`src/rtl/alu_issue_stage.sv`:
```
// alu_issue_stage: single-issue MIPS ALU front end.
// Decodes one R/I-type arithmetic/logic instruction, reads operands from a
// 32-entry register file, pulses alu_start, waits for alu_finished and writes
// the result back, trapping on signed overflow and on illegal encodings.
module alu_issue_stage #(
  parameter int WORD_SIZE = 32,
  parameter int REG_ADDR  = 5
) (
  input  logic                 clock,
  input  logic                 reset,
  input  logic                 instr_valid,
  input  logic [31:0]          instr,
  output logic                 instr_ready,
  output logic                 alu_start,
  output logic [WORD_SIZE-1:0] alu_input_a,
  output logic [WORD_SIZE-1:0] alu_input_b,
  output logic [3:0]           alu_control,
  input  logic                 alu_finished,
  input  logic [WORD_SIZE-1:0] alu_result,
  input  logic                 alu_err_overflow,
  input  logic                 alu_err_invalid_control,
  output logic                 wb_valid,
  output logic [REG_ADDR-1:0]  wb_addr,
  output logic [WORD_SIZE-1:0] wb_data,
  output logic                 illegal_instr,
  output logic                 overflow_trap,
  input  logic [REG_ADDR-1:0]  debug_addr,
  output logic [WORD_SIZE-1:0] debug_data
);

  localparam int NUM_REGS = 2**REG_ADDR;

  // Control codes shared with alu_32
  localparam logic [3:0] CTL_AND  = 4'b0000;
  localparam logic [3:0] CTL_OR   = 4'b0001;
  localparam logic [3:0] CTL_ADD  = 4'b0010;
  localparam logic [3:0] CTL_ADDU = 4'b0011;
  localparam logic [3:0] CTL_SUB  = 4'b0110;
  localparam logic [3:0] CTL_SLT  = 4'b0111;
  localparam logic [3:0] CTL_NOR  = 4'b1100;

  typedef enum logic [1:0] {IDLE, ISSUE, WAIT, WB} state_t;

  state_t state, state_nxt;

  // Register file; entry 0 is never written and reads as zero.
  logic [WORD_SIZE-1:0] rf [NUM_REGS];

  // Instruction fields
  logic [5:0]           opcode, funct;
  logic [REG_ADDR-1:0]  rs, rt, rd;
  logic [15:0]          imm;
  logic [4:0]           unused_shamt;
  logic [WORD_SIZE-1:0] rs_val, rt_val, imm_sext, imm_zext;

  assign opcode       = instr[31:26];
  assign rs           = REG_ADDR'(instr[25:21]);
  assign rt           = REG_ADDR'(instr[20:16]);
  assign rd           = REG_ADDR'(instr[15:11]);
  assign unused_shamt = instr[10:6];
  assign funct        = instr[5:0];
  assign imm          = instr[15:0];
  assign imm_sext     = {{(WORD_SIZE-16){imm[15]}}, imm};
  assign imm_zext     = {{(WORD_SIZE-16){1'b0}}, imm};

  assign rs_val     = (rs == '0) ? '0 : rf[rs];
  assign rt_val     = (rt == '0) ? '0 : rf[rt];
  assign debug_data = (debug_addr == '0) ? '0 : rf[debug_addr];

  // Decoded instruction
  logic                 dec_legal;
  logic [3:0]           dec_ctrl;
  logic [REG_ADDR-1:0]  dec_dest;
  logic [WORD_SIZE-1:0] dec_b;

  // Latched issue/completion state
  logic [REG_ADDR-1:0]  dest_q;
  logic [WORD_SIZE-1:0] res_q;
  logic                 ovf_q, inv_q, illegal_q;

  logic accept, reject, signed_op, wb_write;

  // Decode the offered instruction to control code, operand B and destination
  always_comb begin
    dec_legal = 1'b0;
    dec_ctrl  = CTL_AND;
    dec_dest  = rt;
    dec_b     = imm_sext;
    case (opcode)
      6'h00: begin
        dec_dest  = rd;
        dec_b     = rt_val;
        dec_legal = 1'b1;
        case (funct)
          6'h24:   dec_ctrl = CTL_AND;
          6'h25:   dec_ctrl = CTL_OR;
          6'h27:   dec_ctrl = CTL_NOR;
          6'h20:   dec_ctrl = CTL_ADD;
          6'h21:   dec_ctrl = CTL_ADDU;
          6'h22:   dec_ctrl = CTL_SUB;
          6'h2A:   dec_ctrl = CTL_SLT;
          default: dec_legal = 1'b0;
        endcase
      end
      6'h08: begin dec_legal = 1'b1; dec_ctrl = CTL_ADD;  dec_b = imm_sext; end
      6'h09: begin dec_legal = 1'b1; dec_ctrl = CTL_ADDU; dec_b = imm_sext; end
      6'h0A: begin dec_legal = 1'b1; dec_ctrl = CTL_SLT;  dec_b = imm_sext; end
      6'h0C: begin dec_legal = 1'b1; dec_ctrl = CTL_AND;  dec_b = imm_zext; end
      6'h0D: begin dec_legal = 1'b1; dec_ctrl = CTL_OR;   dec_b = imm_zext; end
      default: dec_legal = 1'b0;
    endcase
  end

  assign accept = (state == IDLE) && instr_valid && dec_legal;
  assign reject = (state == IDLE) && instr_valid && !dec_legal;

  // State register
  always_ff @(posedge clock or posedge reset) begin
    if (reset) state <= IDLE;
    else       state <= state_nxt;
  end

  // Next-state logic; alu_finished only matters in WAIT
  always_comb begin
    state_nxt = state;
    case (state)
      IDLE:    if (accept) state_nxt = ISSUE;
      ISSUE:   state_nxt = WAIT;
      WAIT:    if (alu_finished) state_nxt = WB;
      WB:      state_nxt = IDLE;
      default: state_nxt = IDLE;
    endcase
  end

  // Operand/control/destination latch; held from ISSUE until the next accept
  always_ff @(posedge clock or posedge reset) begin
    if (reset) begin
      alu_input_a <= '0;
      alu_input_b <= '0;
      alu_control <= '0;
      dest_q      <= '0;
    end else if (accept) begin
      alu_input_a <= rs_val;
      alu_input_b <= dec_b;
      alu_control <= dec_ctrl;
      dest_q      <= dec_dest;
    end
  end

  // Capture ALU result and error flags on completion
  always_ff @(posedge clock or posedge reset) begin
    if (reset) begin
      res_q <= '0;
      ovf_q <= 1'b0;
      inv_q <= 1'b0;
    end else if (state == WAIT && alu_finished) begin
      res_q <= alu_result;
      ovf_q <= alu_err_overflow;
      inv_q <= alu_err_invalid_control;
    end
  end

  // Decode-time reject pulse, visible the cycle after the offer
  always_ff @(posedge clock or posedge reset) begin
    if (reset) illegal_q <= 1'b0;
    else       illegal_q <= reject;
  end

  // Only ADD/SUB (and ADDI, which decodes to ADD) trap on overflow
  assign signed_op = (alu_control == CTL_ADD) || (alu_control == CTL_SUB);

  assign instr_ready   = (state == IDLE);
  assign alu_start     = (state == ISSUE);
  assign overflow_trap = (state == WB) && !inv_q && ovf_q && signed_op;
  assign wb_valid      = (state == WB) && !inv_q && !(ovf_q && signed_op);
  assign illegal_instr = illegal_q || ((state == WB) && inv_q);
  assign wb_addr       = dest_q;
  assign wb_data       = res_q;
  assign wb_write      = wb_valid && (dest_q != '0);

  // Register file write at the end of WB; reset clears every entry
  always_ff @(posedge clock or posedge reset) begin
    if (reset) begin
      for (int i = 0; i < NUM_REGS; i++) rf[i] <= '0;
    end else if (wb_write) begin
      rf[dest_q] <= res_q;
    end
  end

endmodule
```
`config.mk`:
```
export PLATFORM = sky130hd
export DESIGN_NAME = alu_issue_stage
export DESIGN_NICKNAME = d
export VERILOG_FILES = /design/src/rtl/alu_issue_stage.sv
export SDC_FILE = /design/constraint.sdc
export NUM_CORES = 2
export LEC_CHECK = 0
export ABC_CLOCK_PERIOD_IN_PS = 57000
export BUFFER_PORTS_ARGS = -buffer_cell sky130_fd_sc_hd__buf_4
export CORE_MARGIN = 3
export CORE_UTILIZATION = 40
export CTS_BUF_LIST = sky130_fd_sc_hd__clkbuf_8 sky130_fd_sc_hd__clkbuf_16
export CTS_CLUSTER_SIZE = 40
export DETAILED_ROUTE_END_ITERATION = 8
export SYNTH_ARGS = -nofsm -noshare
export SYNTH_HDL_FRONTEND = slang
export SYNTH_SLANG_ARGS = --single-unit
```
`constraint.sdc`:
```
create_clock -name clock -period 57 [get_ports clock]
set_input_delay 11.4 -clock clock [delete_from_list [all_inputs] [get_ports clock]]
set_output_delay 11.4 -clock clock [all_outputs]
set_load 0.1 [all_outputs]
```
-- After elaboration in Yosys (flattened, before gate mapping)
Cells that the tools add are included.
- flip-flop bits (word level): 1134
- bits of input ports: 75
- output and inout bits: 142
- word-level logic and storage cells: 120
- order comparisons: 5
- eq/ne operators: 19
- muxes and demuxes: 24
- bitwise operators: 4
- reduce and logical (&&, ||, !) cells: 27
- operators with widths (operator ; count):
    bitwise mux 1024 bit ; 1
    binary-select mux 32 bit (select 5 bit) ; 3
    2-to-1 mux 32 bit ; 10
    demux 32 bit (select 5 bit) ; 1
    one-hot mux 32 bit (2 select lines) ; 1
    == test 6 bit (second input constant) ; 7
    == test 6 x 4 -> 1 bit (second input constant) ; 5
    greater-or-equal comparator 6 bit (second input constant) ; 4
    inverter 5 -> 6 bit ; 4
    one-hot mux 4 bit (6 select lines) ; 1
    one-hot mux 4 bit (5 select lines) ; 1
    logical NOT 5 bit ; 3
    logical AND 1 bit ; 12
    one-hot mux 2 bit (4 select lines) ; 1
    OR reduction 7 bit ; 1
    logical NOT 6 bit ; 1
    less-than comparator 6 x 1 -> 1 bit (second input constant) ; 1
    2-to-1 mux 5 bit ; 1
    nonzero test 5 bit ; 1
    OR reduction 5 bit ; 1
    == test 2 bit (second input constant) ; 2
    == test 4 x 2 -> 1 bit (second input constant) ; 1
    == test 4 x 3 -> 1 bit (second input constant) ; 1
    2-to-1 mux 2 bit ; 2
    other kinds (10) ; 13

-- Logic depth before layout (Yosys ltp)
- depth after elaboration: 7
- depth in mapped cells: 10
- gate-level depth less buffers: 7

-- Worst setup path before layout
OpenSTA, ideal clock, no wires.
- path kind: input -> output
- start: in debug_addr[1]
- end: out debug_data[10]
- arrival time: 14.801 ns
- required time: 45.600 ns
- setup slack: 30.799 ns
- stages: 7
- buffers on the path: 3
- cell sequence: clkbuf_1 -> buf_2 -> clkbuf_1 -> mux4_2 -> mux4_2 -> inv_1 -> o21ai_0
- cells in the longest elaborated chain, start to end: 5
- elaborated cells between the ends (all ways): 6
- those cells by class: 4 x mux; 1 x bitwise; 1 x reduce/logical
- ends and longest elaborated chain (element ; line ; RTL):
    start, declared ; 27 ; input logic [REG_ADDR-1:0] debug_addr,
    inverter 5 -> 6 bit (not written as such) ; 68 ; assign debug_data = (debug_addr == '0) ? '0 : rf[debug_addr];
    binary-select mux 32 bit (select 5 bit) ; 68 ;
    2-to-1 mux 32 bit (not written as such) (2 in a row) ; 68 ;
    2-to-1 mux 32 bit (*) ; 68 ;
    end, declared ; 28 ; output logic [WORD_SIZE-1:0] debug_data
Mark *: on every way between the ends. The rest lies on a longest branch, timed or not. The select of a mux whose other input is x is not followed.

-- Worst setup path after layout
- start: in debug_addr[0]
- end: out debug_data[1]
The elaborated chain is that of the path after synthesis.

==> flow_metrics.tcl <==
set metrics [dict create \
    status "complete, no violations" \
    vdd_drop_max_v 0.00004830 \
    post-route-period-util 0.4768 \
    arrival_ns 15.78 \
    ctsHoldBuffers 0 \
    remaining_drc_errors 0 \
    cts.sinks 1134 \
    multiInputGateArea_um2 36400 \
    synth_top_cell_area_share 0.4235 \
    crit_fanout 99 \
    worstSkewPairLatency_ns 0.79 \
    synth_area_leader_cell "dfrtp_1" \
    postCtsSetupRepairBufs 0 \
    fin_tns_setup_ns 0 \
    drt-total-wl_mm 250.5 \
    gr-total-overflow 0 \
    power_density_nw_per_um2 39.08 \
    avgSynthCellArea_um2 14.29 \
    slew_violations 0 \
    avgRoutedWirePerCell_um 36.23 \
    seq_area_um2 28380 \
    yosysMostFrequentCell "dfrtp_1" \
    portBuffers 216 \
    drv_cap 0 \
    drtAntennaViolNets 0 \
    cts_buffer_depth 3 \
    fillers 14630 \
    synth_compound_area_frac 0.05446 \
    grt_antenna_before_repair 6 \
    ys_ff_latch 1134 \
    start_kind "input port" \
    worstSetupPathType "input port to output port" \
    numCtsBuffers 132 \
    synth.distinct_cells 60 \
    hold_viol_final 0 \
    setup_violations 0 \
    async_flop_share 1.000 \
    skew_ns 0.03004 \
    clock_power_share 0.293 \
    start_util 0.4043 \
    clk_pin_slew_ns 0.06 \
    swShare 0.3908 \
    synthesis.area_um2 67010 \
    dp_hpwl_mm 148.0 \
    via_per_inst 6.848 \
    cts_tree "done" \
    core_area_um2 165700 \
    worstMarginPinSlew_ns 1.293 \
    drt-initial-drc-count 5789 \
    gr-usage-all-layers 0.2869 \
    slew_headroom 0.1292 \
    worst_setup_path_end_kind "output port" \
    seq_power_share 0.398 \
    die-area_um2 172500 \
    synth-xor-area-share 0 \
    max_freq_mhz 36.79 \
    htreeDepth 4 \
    core.rowCount 149 \
    die_h_um 415.3 \
    power_frac_comb 0.309 \
    synth_flop_cell "dfrtp_1" \
    rsz0062_at_grt "no" \
    synthMuxAreaShare 0.4541 \
    synth-seq-area-share 0.4235 \
    synthCells 4689 \
    p_int_w 0.001779 \
    clock-root-buffer "clkbuf_16" \
    cts-resized-gates 0 \
    crit_required_ns 45.60 \
    gp_congestion 0.8709 \
    yosys-top-cells-count "dfrtp_1 (1134), mux2_2 (1032), mux4_2 (669)" \
    synthesis.nets 4768 \
    p_leak_nw 33.44 \
    p_sw_w 0.001141 \
    yosys_warnings 0 \
    grt_first_pass_wirelength_mm 358.9 \
    synth_edf_count 0 \
    vias 47340 \
    min-delay-path-class "flop to flop" \
    period_needed_ns 27.18 \
    yosys.area_share.simple 0.02980 \
    drt_first_pass_iters 6 \
    grt_max_degree 176 \
    final_cells 6913 \
    fp.dieW_um 415.3 \
    ios 217 \
    dp_cells 6674 \
    synth_adder_area_share 0.0007468 \
    final_layout_size_suffix_gt1_frac 0.4877 \
    syn2layout_area_growth_pct 11.50 \
    ys_top_cells_by_area "dfrtp_1 (42%), mux4_2 (22%), mux2_2 (17%), mux2i_1 (5.2%), a221oi_1 (1.7%)" \
    synth_top_family_by_area "multiplexers" \
    grt_pass1_vias 46910 \
    finalNetCount 4698 \
]
[cell families (layout without fill, tap and decap cells)]
kind of cell | after synthesis | count (layout)
mux | 2072 | 2072
flops | 1134 | 1134
buf+inv | 584 | 617
compound gates | 502 | 502
simple gates | 393 | 393
fa+ha+maj | 4 | 4
other cells | 0 | 2
[critical path, cell delays in order]
cell and delay, ns:
buf_8 0.62, buf_12 0.69, buf_4 0.86, mux4_2 0.61, mux4_2 0.48, nand2_1 0.07, o21ai_0 0.36, buf_4 0.40
[power groups by stage]
| stage | sequential (W) | clock, W | combinational [W] |
|---|---|---|---|
| detailed placement | 0.00116 | 0 | 0.000899 |
| CTS | 0.00115 | 0.000869 | 0.000901 |
| global placement | 0.00116 | 0 | 0.000890 |
| finish | 0.00116 | 0.000857 | 0.000902 |
| floorplan | 0.00129 | 0 | 0.000491 |
| global route | 0.00118 | 0.000903 | 0.000939 |
[worst paths after layout]
kind / start / to / slack [ns] / cells after the start
worst max-delay path: debug_addr[0] / debug_data[1] / 29.82 / 8
worst min-delay path: rf[999] / rf[999] / 0.42 / 0
worst max register to register: state[0] / rf[537] / 52.99 / 8
worst min register to register: rf[999] / rf[999] / 0.42 / 0
max in group asynchronous: reset / rf[987] / 43.73 / 4
min in group asynchronous: reset / rf[477] / 10.75 / 2
[flip-flops by register name, summed over array words and instances, names as in the netlist]
register and count:
ovf_q 1, alu_input_a 32, alu_control 4, illegal_q 1, rf 1024, state 2, wb_addr 5, wb_data 32
alu_input_b 32, inv_q 1
[cell usage in the layout, fill, tap and decap left out, drive strengths merged, types with 33 or more instances in the layout]
master and n:
nand2b 43, mux2 1055, buf 335, o22ai 33
mux2i 348, nand2 92, nor2 45, a221oi 132
a21oi 58, mux4 669, inv 81, clkbuf 170
a31oi 40, nor3 61, dfrtp 1134, a211o 43
nand3 93, o21ai 82
[metrics by stage]
step | total power, W | hold WS (ns) | util | setup WS, ns | area (um2)
finish | 0.002920 | 0.4206 | 0.4508 | 29.82 | 74720
global route | 0.003022 | 0.4346 | 0.4508 | 29.59 | 74720
CTS | 0.002922 | 0.4186 | 0.4508 | 29.85 | 74720
detailed placement | 0.002063 | 0.4031 | 0.4245 | 29.83 | 70350
global placement | 0.002050 | 0.3962 | 0.4245 | 29.84 | 70350
floorplan | 0.001781 | 0.4580 | - | 13.66 | 67010
[routing by layer]
metal	GRT usage	share of wire	vias to the layer above
li1	-	-	18400
met1	0.3794	0.39	25590
met2	0.4474	0.46	2672
met3	0.05770	0.082	669
met4	0.1514	0.061	6
met5	0	0.00012	-
[layout make-up]
| cell class | instances | area share |
|---|---|---|
| Antenna cell | 2 | 0.00006698 |
| Clock buffer | 169 | 0.05193 |
| Clock inverter | 68 | 0.006464 |
| Inverter | 44 | 0.002344 |
| Multi-Input combinational cell | 2971 | 0.4872 |
| Sequential cell | 1134 | 0.3798 |
| Tap cell | 2189 | 0.03666 |
| Timing Repair Buffer | 336 | 0.03557 |
(Power assumes the default switching activity.)
